<file path="src/rtl/flash_qspi_rd_arbiter.sv">
// flash_qspi_rd_arbiter: two-port 32-bit word reader for a quad-SPI flash
// using Fast Read Quad I/O (0xEB). Macro FLASH_ARB_RR_EN selects round-robin.
module flash_qspi_rd_arbiter #(
    parameter int         ADDR_W       = 24,
    parameter int         DUMMY_CLKS   = 4,
    parameter logic [7:0] MODE_BYTE    = 8'hFF,
    parameter int         CS_HIGH_CLKS = 2
) (
    input  logic              wb_clk_i,
    input  logic              wb_rst_i,
    input  logic              req0,
    input  logic [ADDR_W-1:0] addr0,
    output logic              gnt0,
    output logic              rvalid0,
    input  logic              req1,
    input  logic [ADDR_W-1:0] addr1,
    output logic              gnt1,
    output logic              rvalid1,
    output logic [31:0]       rdata,
    output logic              busy,
    output logic              fsclk,
    output logic              fcen,
    output logic [3:0]        fdo,
    output logic              fdoe,
    input  logic [3:0]        fdi
);

    localparam int CNT_MAX = (DUMMY_CLKS > 8) ? DUMMY_CLKS : 8;
    localparam int CW      = $clog2(CNT_MAX);

    localparam logic [7:0]    CMD_QIOR = 8'hEB;
    localparam logic [3:0]    FDO_IDLE = 4'b1100;
    localparam logic [CW-1:0] L_CMD    = CW'(7);
    localparam logic [CW-1:0] L_ADDR   = CW'(ADDR_W / 4 - 1);
    localparam logic [CW-1:0] L_MODE   = CW'(1);
    localparam logic [CW-1:0] L_DUMMY  = CW'(DUMMY_CLKS - 1);
    localparam logic [CW-1:0] L_DATA   = CW'(7);
    localparam logic [CW-1:0] L_RECOV  = CW'(CS_HIGH_CLKS - 1);
    localparam logic [CW-1:0] CNT_ONE  = CW'(1);
    localparam logic [ADDR_W-1:0] WORD_MASK = ~ADDR_W'(3);

    typedef enum logic [2:0] {
        S_IDLE,
        S_CMD,
        S_ADDR,
        S_MODE,
        S_DUMMY,
        S_DATA,
        S_RECOV
    } state_t;

    state_t            r_state;
    state_t            w_state_n;
    logic [CW-1:0]     r_cnt;
    logic [CW-1:0]     w_cnt_n;
    logic              r_fsclk;
    logic              w_fsclk_n;
    logic              r_fcen;
    logic              w_fcen_n;
    logic [3:0]        r_fdo;
    logic [3:0]        w_fdo_n;
    logic              r_fdoe;
    logic              w_fdoe_n;
    logic              r_tail;
    logic              w_tail_n;
    logic              r_port;
    logic              w_port_n;
    logic [ADDR_W-1:0] r_ash;
    logic [ADDR_W-1:0] w_ash_n;
    logic [7:0]        r_cmd;
    logic [7:0]        w_cmd_n;
    logic [31:0]       r_rx;
    logic [31:0]       w_rx_n;
    logic [31:0]       r_rdata;
    logic [31:0]       w_rdata_n;
    logic              r_rv0;
    logic              w_rv0_n;
    logic              r_rv1;
    logic              w_rv1_n;

    logic              w_gnt0;
    logic              w_gnt1;
    logic              w_last;
    logic [ADDR_W-1:0] w_addr_sel;

`ifdef FLASH_ARB_RR_EN
    logic              r_prio;

    // Priority pointer: the port that did not win the last grant goes first.
    always_ff @(posedge wb_clk_i or posedge wb_rst_i) begin
        if (wb_rst_i) begin
            r_prio <= 1'b0;
        end else if (w_gnt0 | w_gnt1) begin
            r_prio <= w_gnt0;
        end
    end

    // Grant decision, only while idle and out of reset.
    always_comb begin
        w_gnt0 = 1'b0;
        w_gnt1 = 1'b0;
        if (r_state == S_IDLE && !wb_rst_i) begin
            if (req0 && req1) begin
                w_gnt0 = ~r_prio;
                w_gnt1 = r_prio;
            end else begin
                w_gnt0 = req0;
                w_gnt1 = req1;
            end
        end
    end
`else
    // Grant decision, only while idle and out of reset; port 0 wins ties.
    always_comb begin
        w_gnt0 = 1'b0;
        w_gnt1 = 1'b0;
        if (r_state == S_IDLE && !wb_rst_i) begin
            w_gnt0 = req0;
            w_gnt1 = req1 & ~req0;
        end
    end
`endif

    assign w_addr_sel = w_gnt1 ? addr1 : addr0;

    // Last SCLK (or recovery cycle) of the current state.
    always_comb begin
        w_last = 1'b0;
        unique case (r_state)
            S_CMD:   w_last = (r_cnt == L_CMD);
            S_ADDR:  w_last = (r_cnt == L_ADDR);
            S_MODE:  w_last = (r_cnt == L_MODE);
            S_DUMMY: w_last = (r_cnt == L_DUMMY);
            S_DATA:  w_last = (r_cnt == L_DATA);
            S_RECOV: w_last = (r_cnt == L_RECOV);
            default: w_last = 1'b0;
        endcase
    end

    // Next-state and pin/shifter updates; one SCLK is a low then a high HCLK.
    always_comb begin
        w_state_n = r_state;
        w_cnt_n   = r_cnt;
        w_fsclk_n = r_fsclk;
        w_fcen_n  = r_fcen;
        w_fdo_n   = r_fdo;
        w_fdoe_n  = r_fdoe;
        w_tail_n  = r_tail;
        w_port_n  = r_port;
        w_ash_n   = r_ash;
        w_cmd_n   = r_cmd;
        w_rx_n    = r_rx;
        w_rdata_n = r_rdata;
        w_rv0_n   = 1'b0;
        w_rv1_n   = 1'b0;
        unique case (r_state)
            S_IDLE: begin
                w_fcen_n  = 1'b1;
                w_fsclk_n = 1'b0;
                w_fdoe_n  = 1'b0;
                w_fdo_n   = FDO_IDLE;
                if (w_gnt0 | w_gnt1) begin
                    w_state_n = S_CMD;
                    w_cnt_n   = '0;
                    w_fcen_n  = 1'b0;
                    w_fdoe_n  = 1'b1;
                    w_port_n  = w_gnt1;
                    w_ash_n   = w_addr_sel & WORD_MASK;
                    w_cmd_n   = {CMD_QIOR[6:0], 1'b0};
                    w_fdo_n   = {3'b110, CMD_QIOR[7]};
                end
            end
            S_RECOV: begin
                if (w_last) begin
                    w_state_n = S_IDLE;
                    w_cnt_n   = '0;
                end else begin
                    w_cnt_n = r_cnt + CNT_ONE;
                end
            end
            default: begin
                if (r_tail) begin
                    w_tail_n  = 1'b0;
                    w_state_n = S_RECOV;
                    w_cnt_n   = '0;
                    w_fcen_n  = 1'b1;
                    w_rdata_n = {r_rx[7:0], r_rx[15:8],
                                 r_rx[23:16], r_rx[31:24]};
                    w_rv0_n   = ~r_port;
                    w_rv1_n   = r_port;
                end else if (!r_fsclk) begin
                    w_fsclk_n = 1'b1;
                    if (r_state == S_DATA) begin
                        w_rx_n = {r_rx[27:0], fdi};
                    end
                end else begin
                    w_fsclk_n = 1'b0;
                    if (w_last) begin
                        w_cnt_n = '0;
                        unique case (r_state)
                            S_CMD: begin
                                w_state_n = S_ADDR;
                                w_fdo_n   = r_ash[ADDR_W-1 -: 4];
                                w_ash_n   = {r_ash[ADDR_W-5:0], 4'b0000};
                            end
                            S_ADDR: begin
                                w_state_n = S_MODE;
                                w_fdo_n   = MODE_BYTE[7:4];
                            end
                            S_MODE: begin
                                w_state_n = S_DUMMY;
                                w_fdoe_n  = 1'b0;
                                w_fdo_n   = FDO_IDLE;
                            end
                            S_DUMMY: w_state_n = S_DATA;
                            S_DATA:  w_tail_n = 1'b1;
                            default: w_state_n = S_IDLE;
                        endcase
                    end else begin
                        w_cnt_n = r_cnt + CNT_ONE;
                        unique case (r_state)
                            S_CMD: begin
                                w_fdo_n = {3'b110, r_cmd[7]};
                                w_cmd_n = {r_cmd[6:0], 1'b0};
                            end
                            S_ADDR: begin
                                w_fdo_n = r_ash[ADDR_W-1 -: 4];
                                w_ash_n = {r_ash[ADDR_W-5:0], 4'b0000};
                            end
                            S_MODE:  w_fdo_n = MODE_BYTE[3:0];
                            default: w_fdo_n = r_fdo;
                        endcase
                    end
                end
            end
        endcase
    end

    // State register and all registered flash pins and read outputs.
    always_ff @(posedge wb_clk_i or posedge wb_rst_i) begin
        if (wb_rst_i) begin
            r_state <= S_IDLE;
            r_cnt   <= '0;
            r_fsclk <= 1'b0;
            r_fcen  <= 1'b1;
            r_fdo   <= FDO_IDLE;
            r_fdoe  <= 1'b0;
            r_tail  <= 1'b0;
            r_port  <= 1'b0;
            r_ash   <= '0;
            r_cmd   <= '0;
            r_rx    <= '0;
            r_rdata <= '0;
            r_rv0   <= 1'b0;
            r_rv1   <= 1'b0;
        end else begin
            r_state <= w_state_n;
            r_cnt   <= w_cnt_n;
            r_fsclk <= w_fsclk_n;
            r_fcen  <= w_fcen_n;
            r_fdo   <= w_fdo_n;
            r_fdoe  <= w_fdoe_n;
            r_tail  <= w_tail_n;
            r_port  <= w_port_n;
            r_ash   <= w_ash_n;
            r_cmd   <= w_cmd_n;
            r_rx    <= w_rx_n;
            r_rdata <= w_rdata_n;
            r_rv0   <= w_rv0_n;
            r_rv1   <= w_rv1_n;
        end
    end

    assign gnt0    = w_gnt0;
    assign gnt1    = w_gnt1;
    assign rvalid0 = r_rv0;
    assign rvalid1 = r_rv1;
    assign rdata   = r_rdata;
    assign busy    = (r_state != S_IDLE) | w_gnt0 | w_gnt1;
    assign fsclk   = r_fsclk;
    assign fcen    = r_fcen;
    assign fdo     = r_fdo;
    assign fdoe    = r_fdoe;

endmodule

</file>
<file path="config.mk">
export PLATFORM = sky130hd
export DESIGN_NAME = flash_qspi_rd_arbiter
export DESIGN_NICKNAME = d
export VERILOG_FILES = /design/src/rtl/flash_qspi_rd_arbiter.sv
export SDC_FILE = /design/constraint.sdc
export NUM_CORES = 1
export LEC_CHECK = 0
export ABC_AREA = 0
export CAP_MARGIN = 20
export CORE_UTILIZATION = 47
export CTS_CLUSTER_SIZE = 28
export DETAILED_ROUTE_END_ITERATION = 12
export PLACE_DENSITY = 0.85
export SLEW_MARGIN = 20
export SYNTH_ARGS = -nofsm -noshare
export SYNTH_HDL_FRONTEND = slang
export SYNTH_SLANG_ARGS = --single-unit
</file>
<file path="constraint.sdc">
create_clock -name wb_clk_i -period 7 [get_ports wb_clk_i]
set_input_delay 2.1 -clock wb_clk_i [delete_from_list [all_inputs] [get_ports wb_clk_i]]
set_output_delay 2.1 -clock wb_clk_i [all_outputs]
set_load 0.005 [all_outputs]
</file>
# == Yosys cells after proc, flatten, opt, wreduce, memory -nomap -nowiden ==
# Cells that the tools add are included.
# totals
register_bits,113
inputBits,56
word_cells,124
# classes
n_addsub,1
n_eq_ne,16
muxes,56
n_bitwise,10
reduce_logical,27
# ops
cell,n
$mux W24,7
$pmux W24 S2,1
$mux W8,5
$mux W3,9
$pmux W4 S3,2
$mux W1,20
$pmux W8 S2,1
$eq A3 B3 Y1 const B,5
$pmux W3 S5,1
$mux W4,3
$pmux W3 S2,2
$reduce_and A6 Y1,2
$reduce_and A2 Y1,5
$reduce_and A5 Y1,2
$reduce_bool A2 Y1,5
$eq A3 B2 Y1 const B,3
$reduce_bool A3 Y1,3
$pmux W4 S2,1
$reduce_and A4 Y1,2
$reduce_bool A4 Y1,2
$eq A3 B1 Y1 const B,2
$ne A2 B1 Y1 const B,3
$not A1 Y1,6
$pmux W1 S2,3
other kinds (11),15

# == Longest topological paths before layout ==
# logic_depth
ltp_word,7
ltp_mapped,8

# == Least setup slack after synthesis ==
# Ideal clock, no wire load.
# synth_timing
kind,input port to output port
startpoint,input port wb_rst_i
endpoint,output port gnt0
arrival_ns,4.818
slack_ns,0.082
cell_stages,2
n_path_buf,0
cell_sequence,inv_1 -> and3_1
# synth_via
elab_chain_len,3
# synth_lines
item,line,text
start: declaration,10,"input logic wb_rst_i,"
$logic_not A1 Y1 (no line),n/a,
$logic_and A1 B1 Y1,117,if (r_state == S_IDLE && !wb_rst_i) begin
$mux W1,117,
end: declaration,13,"output logic gnt0,"
# No other way between the ends.

# == Final worst setup path ==
# layout_timing
startpoint,input port wb_rst_i
endpoint,output port busy
# layout_via
elab_chain_len,5
# layout_lines
item,line,text
$logic_not A1 Y1 (no line) (*),n/a,
$logic_and A1 B1 Y1 (*),117,
$mux W1,117,
$or A1 B1 Y1,279,assign busy = (r_state != S_IDLE) | w_gnt0 | w_gnt1;
$or A1 B1 Y1 (*),279,
end: declaration,20,"output logic busy,"
# Mark *: on every way between the ends. The rest lies on a longest branch, timed or not.

==> impl_metrics.json <==
{
  "final_cell_area_um2": 6440,
  "cts-htree-levels": 3,
  "fin_worst_skew_ps": 21.6,
  "synth_fp_nets": 500,
  "syn_inst": 443,
  "power.density_nw_per_um2": 388,
  "synthSimpleGateAreaFrac_pct": 12.9,
  "post_cts_resized": 0,
  "asyncSetResetFlopFracSynth_pct": 100,
  "synth-adder-area-share_pct": 0.242,
  "report.final.slew_viol_count": 0,
  "worst_hold_path_type": "register to register",
  "num_rows": 37,
  "pin_count_of_the_biggest_net_entering_global_routing": 84,
  "combinational_family_with_the_most_area_after_synthesis": "multiplexers",
  "detailedRoute.firstPassIterationCount": 5,
  "detailedPlacementHpwl_um": 7320,
  "worstPathArrival_ps": 3750,
  "synth_top_area_cell": "dfrtp_1",
  "clock_sinks": 110,
  "crit_path_max_incr_delay_ps": 580,
  "placed_cells_incl_taps": 649,
  "cts_setup_buffers": 0,
  "hold_path_depth": 1,
  "vias_in_the_first_global_route": 3716,
  "synth_top_area_share_pct": 51.7,
  "fp.dieArea_um2": 11400,
  "layout-drive-gt1-share_pct": 23.3,
  "antenna-diode-count": 0,
  "cts_tree": "built",
  "cts_hold_buf": 0,
  "grt_pass1_wl_um": 17800,
  "portBuffers": 95,
  "cts.reportedPaths.clkPinSlew_ps": 100,
  "layout.filler_cells": 820,
  "gp_congestion": 0.820,
  "overflow": 0,
  "route.final.wire_length_um": 10600,
  "max-slew-margin-rel_pct": 40.5,
  "clock_insertion_delay_worst_skew_ps": 390,
  "gr_usage_total_pct": 19.7,
  "critPathKind": "input pin to output pin",
  "cp_max_fo": 5,
  "area_after_dpl_um2": 6210,
  "final_cells": 665,
  "yosys-top-cells-area": "dfrtp_1, mux2_2, mux2_4",
  "tns_ps": 0,
  "static-leakage-power_uw": 0.00271,
  "ant_nets": 0,
  "avgViaCountPerCell": 5.60,
  "cts.root.buffer_cell": "clkbuf_8",
  "unrepaired_setup_endpoints_after_global_routing": "no",
  "floorplan.initialDensity_pct": 49.3,
  "finalSetupViolations": 0,
  "dr_total_vias": 3725,
  "avgRoutedWirePerCell_um": 16.0,
  "crit_path_start_kind": "input pin",
  "syn-cell-area_um2": 5180,
  "fp.dieH_um": 107,
  "worst-slew-pin-transition_ps": 892,
  "crit_path_frequent_cell": "clkdlybuf4s50_1",
  "synth_compound_gate_area_share_pct": 9.69,
  "antenna_violations_before_repair": 0,
  "post_synth_num_cell_types": 59,
  "synth_enable_flop_cells": 0,
  "cts_buffers": 9,
  "clock_tree_buffer_depth": 2,
  "final_critical_path_time_including_i_o_delays_and_setup_ps": 5850,
  "ys_seq_area_share_pct": 53.2,
  "dominantRegCellSynth": "dfrtp_1",
  "path_cells": "clkdlybuf4s50_1 > or3_1 > nand2_1 > clkdlybuf4s50_1",
  "core-area_um2": 10500,
  "max-vdd-ir-drop_uv": 155,
  "die_w_um": 107,
  "synth-seq-cells": 110,
  "outcome": "complete, no violations",
  "reg2reg_depth": 6,
  "drt_iter0_markers": 165,
  "xor_and_xnor_fraction_of_the_mapped_netlist_area_pct": 0.338,
  "crit_path_top_delay_cell": "clkdlybuf4s50_1",
  "worst_ep_required_time_ps": 4900,
  "finalHoldViolations": 0,
  "most_frequent_cells_in_the_layout": "dfrtp_1, clkdlybuf4s50_1, mux2_2",
  "drc": 0,
  "yosysWarnings": 0,
  "area.growth.synth_to_final_pct": 24.4,
  "layout.cells.most_common": "dfrtp_1",
  "critical_path.endpoint_type": "output pin",
  "finalCritPeriodShare_pct": 83.6,
  "final_nets": 581,
  "max_clock_freq_mhz": 171,
  "max_cap_violations": 0,
  "post_synth.cell_area_avg_um2": 11.7,
  "yosys-mux-area-fraction_pct": 20.1,
  "io_pins": 100
}
==> sequential cells by signal (all words and copies together), names as in the netlist <==
signal	count
r_cmd	7
fdoe	1
r_state	3
r_tail	1
rvalid0	1
rvalid1	1
rdata	32
r_port	1
r_ash	22
fdo	4
fcen	1
fsclk	1
r_rx	32
r_cnt	3
==> final cells by class <==
cell class / count / area, µm² / share of cell area [%]
flip-flops and latches: 110 / 2760 / 42.8
multi-input cells: 294 / 2270 / 35.2
repair buffers: 99 / 985 / 15.3
well taps: 136 / 170 / 2.64
clock buffers: 9 / 124 / 1.92
clock inverters: 7 / 100 / 1.55
inverters: 10 / 40.0 / 0.621
==> per-stage QoR <==
step                      hold slack (ps)  power (µW)  util, %  worst slack [ps]
after floorplan                       403        1760        -              81.8
after global placement                413        2020     59.1              1140
after detailed placement              420        2090     59.1              1110
after CTS                             433        2510     61.3              1120
after global routing                  469        2650     61.3              1040
final                                 429        2500     61.3              1150
==> metal layers <==
metal  vias up  routed length, µm  GRT usage [%]
li1       1727                  -              -
met1      1849               4480           25.1
met2       130               5460           34.0
met3        19                446           2.74
met4         0                220           7.83
met5         -                  0              0
==> logic make-up (layout without fill, tap and decap cells) <==
group | Yosys count | count (layout)
buffers and inverters | 39 | 125
XOR/XNOR | 2 | 2
multiplexers | 86 | 86
AO/OA/AOI/OAI | 72 | 72
AND/OR/NAND/NOR | 133 | 133
adder cells (fa/ha/maj) | 1 | 1
flip-flops | 110 | 110
==> worst max-delay path: cells and delay by family <==
family | cells | cell delay (ps)
buf+inv | 2 | 1090
simple gates | 2 | 560
==> report_power, final <==
| part | switching [µW] | internal [µW] |
|---|---|---|
| sequential | 229 | 908 |
| combinational | 379 | 564 |
| clock | 239 | 178 |
| total | 847 | 1650 |
==> synth_stat cells (2+ instances only) <==
master and n:
a22oi_1 2, a211o_1 2, o21ai_0 14, o32a_1 2, nor2b_1 5, nor3_1 2, mux2_2 66, or3_1 2
dfstp_2 3, o22a_1 6, buf_6 2, nand2_1 55, dfrtp_1 107, nand2b_1 5, a21oi_1 10, nand3_1 10
nand4b_1 2, inv_1 10, nor3b_1 2, a31oi_1 19, o41ai_1 2, a21o_1 2, clkbuf_1 15, buf_2 10
nor2_1 33, nor4bb_1 3, mux2_4 20
==> final timing paths <==
path / slack (ps) / end / startpoint
setup / recovery: 1150 / busy / wb_rst_i
hold / removal: 430 / rvalid0 / r_port
setup reg to reg: 4110 / r_ash[22] / r_state[1]
hold reg to reg: 430 / rvalid0 / r_port
max in group asynchronous: 3720 / rdata[10] / wb_rst_i
min in group asynchronous: 2240 / r_rx[31] / wb_rst_i
(Power assumes the default switching activity.)
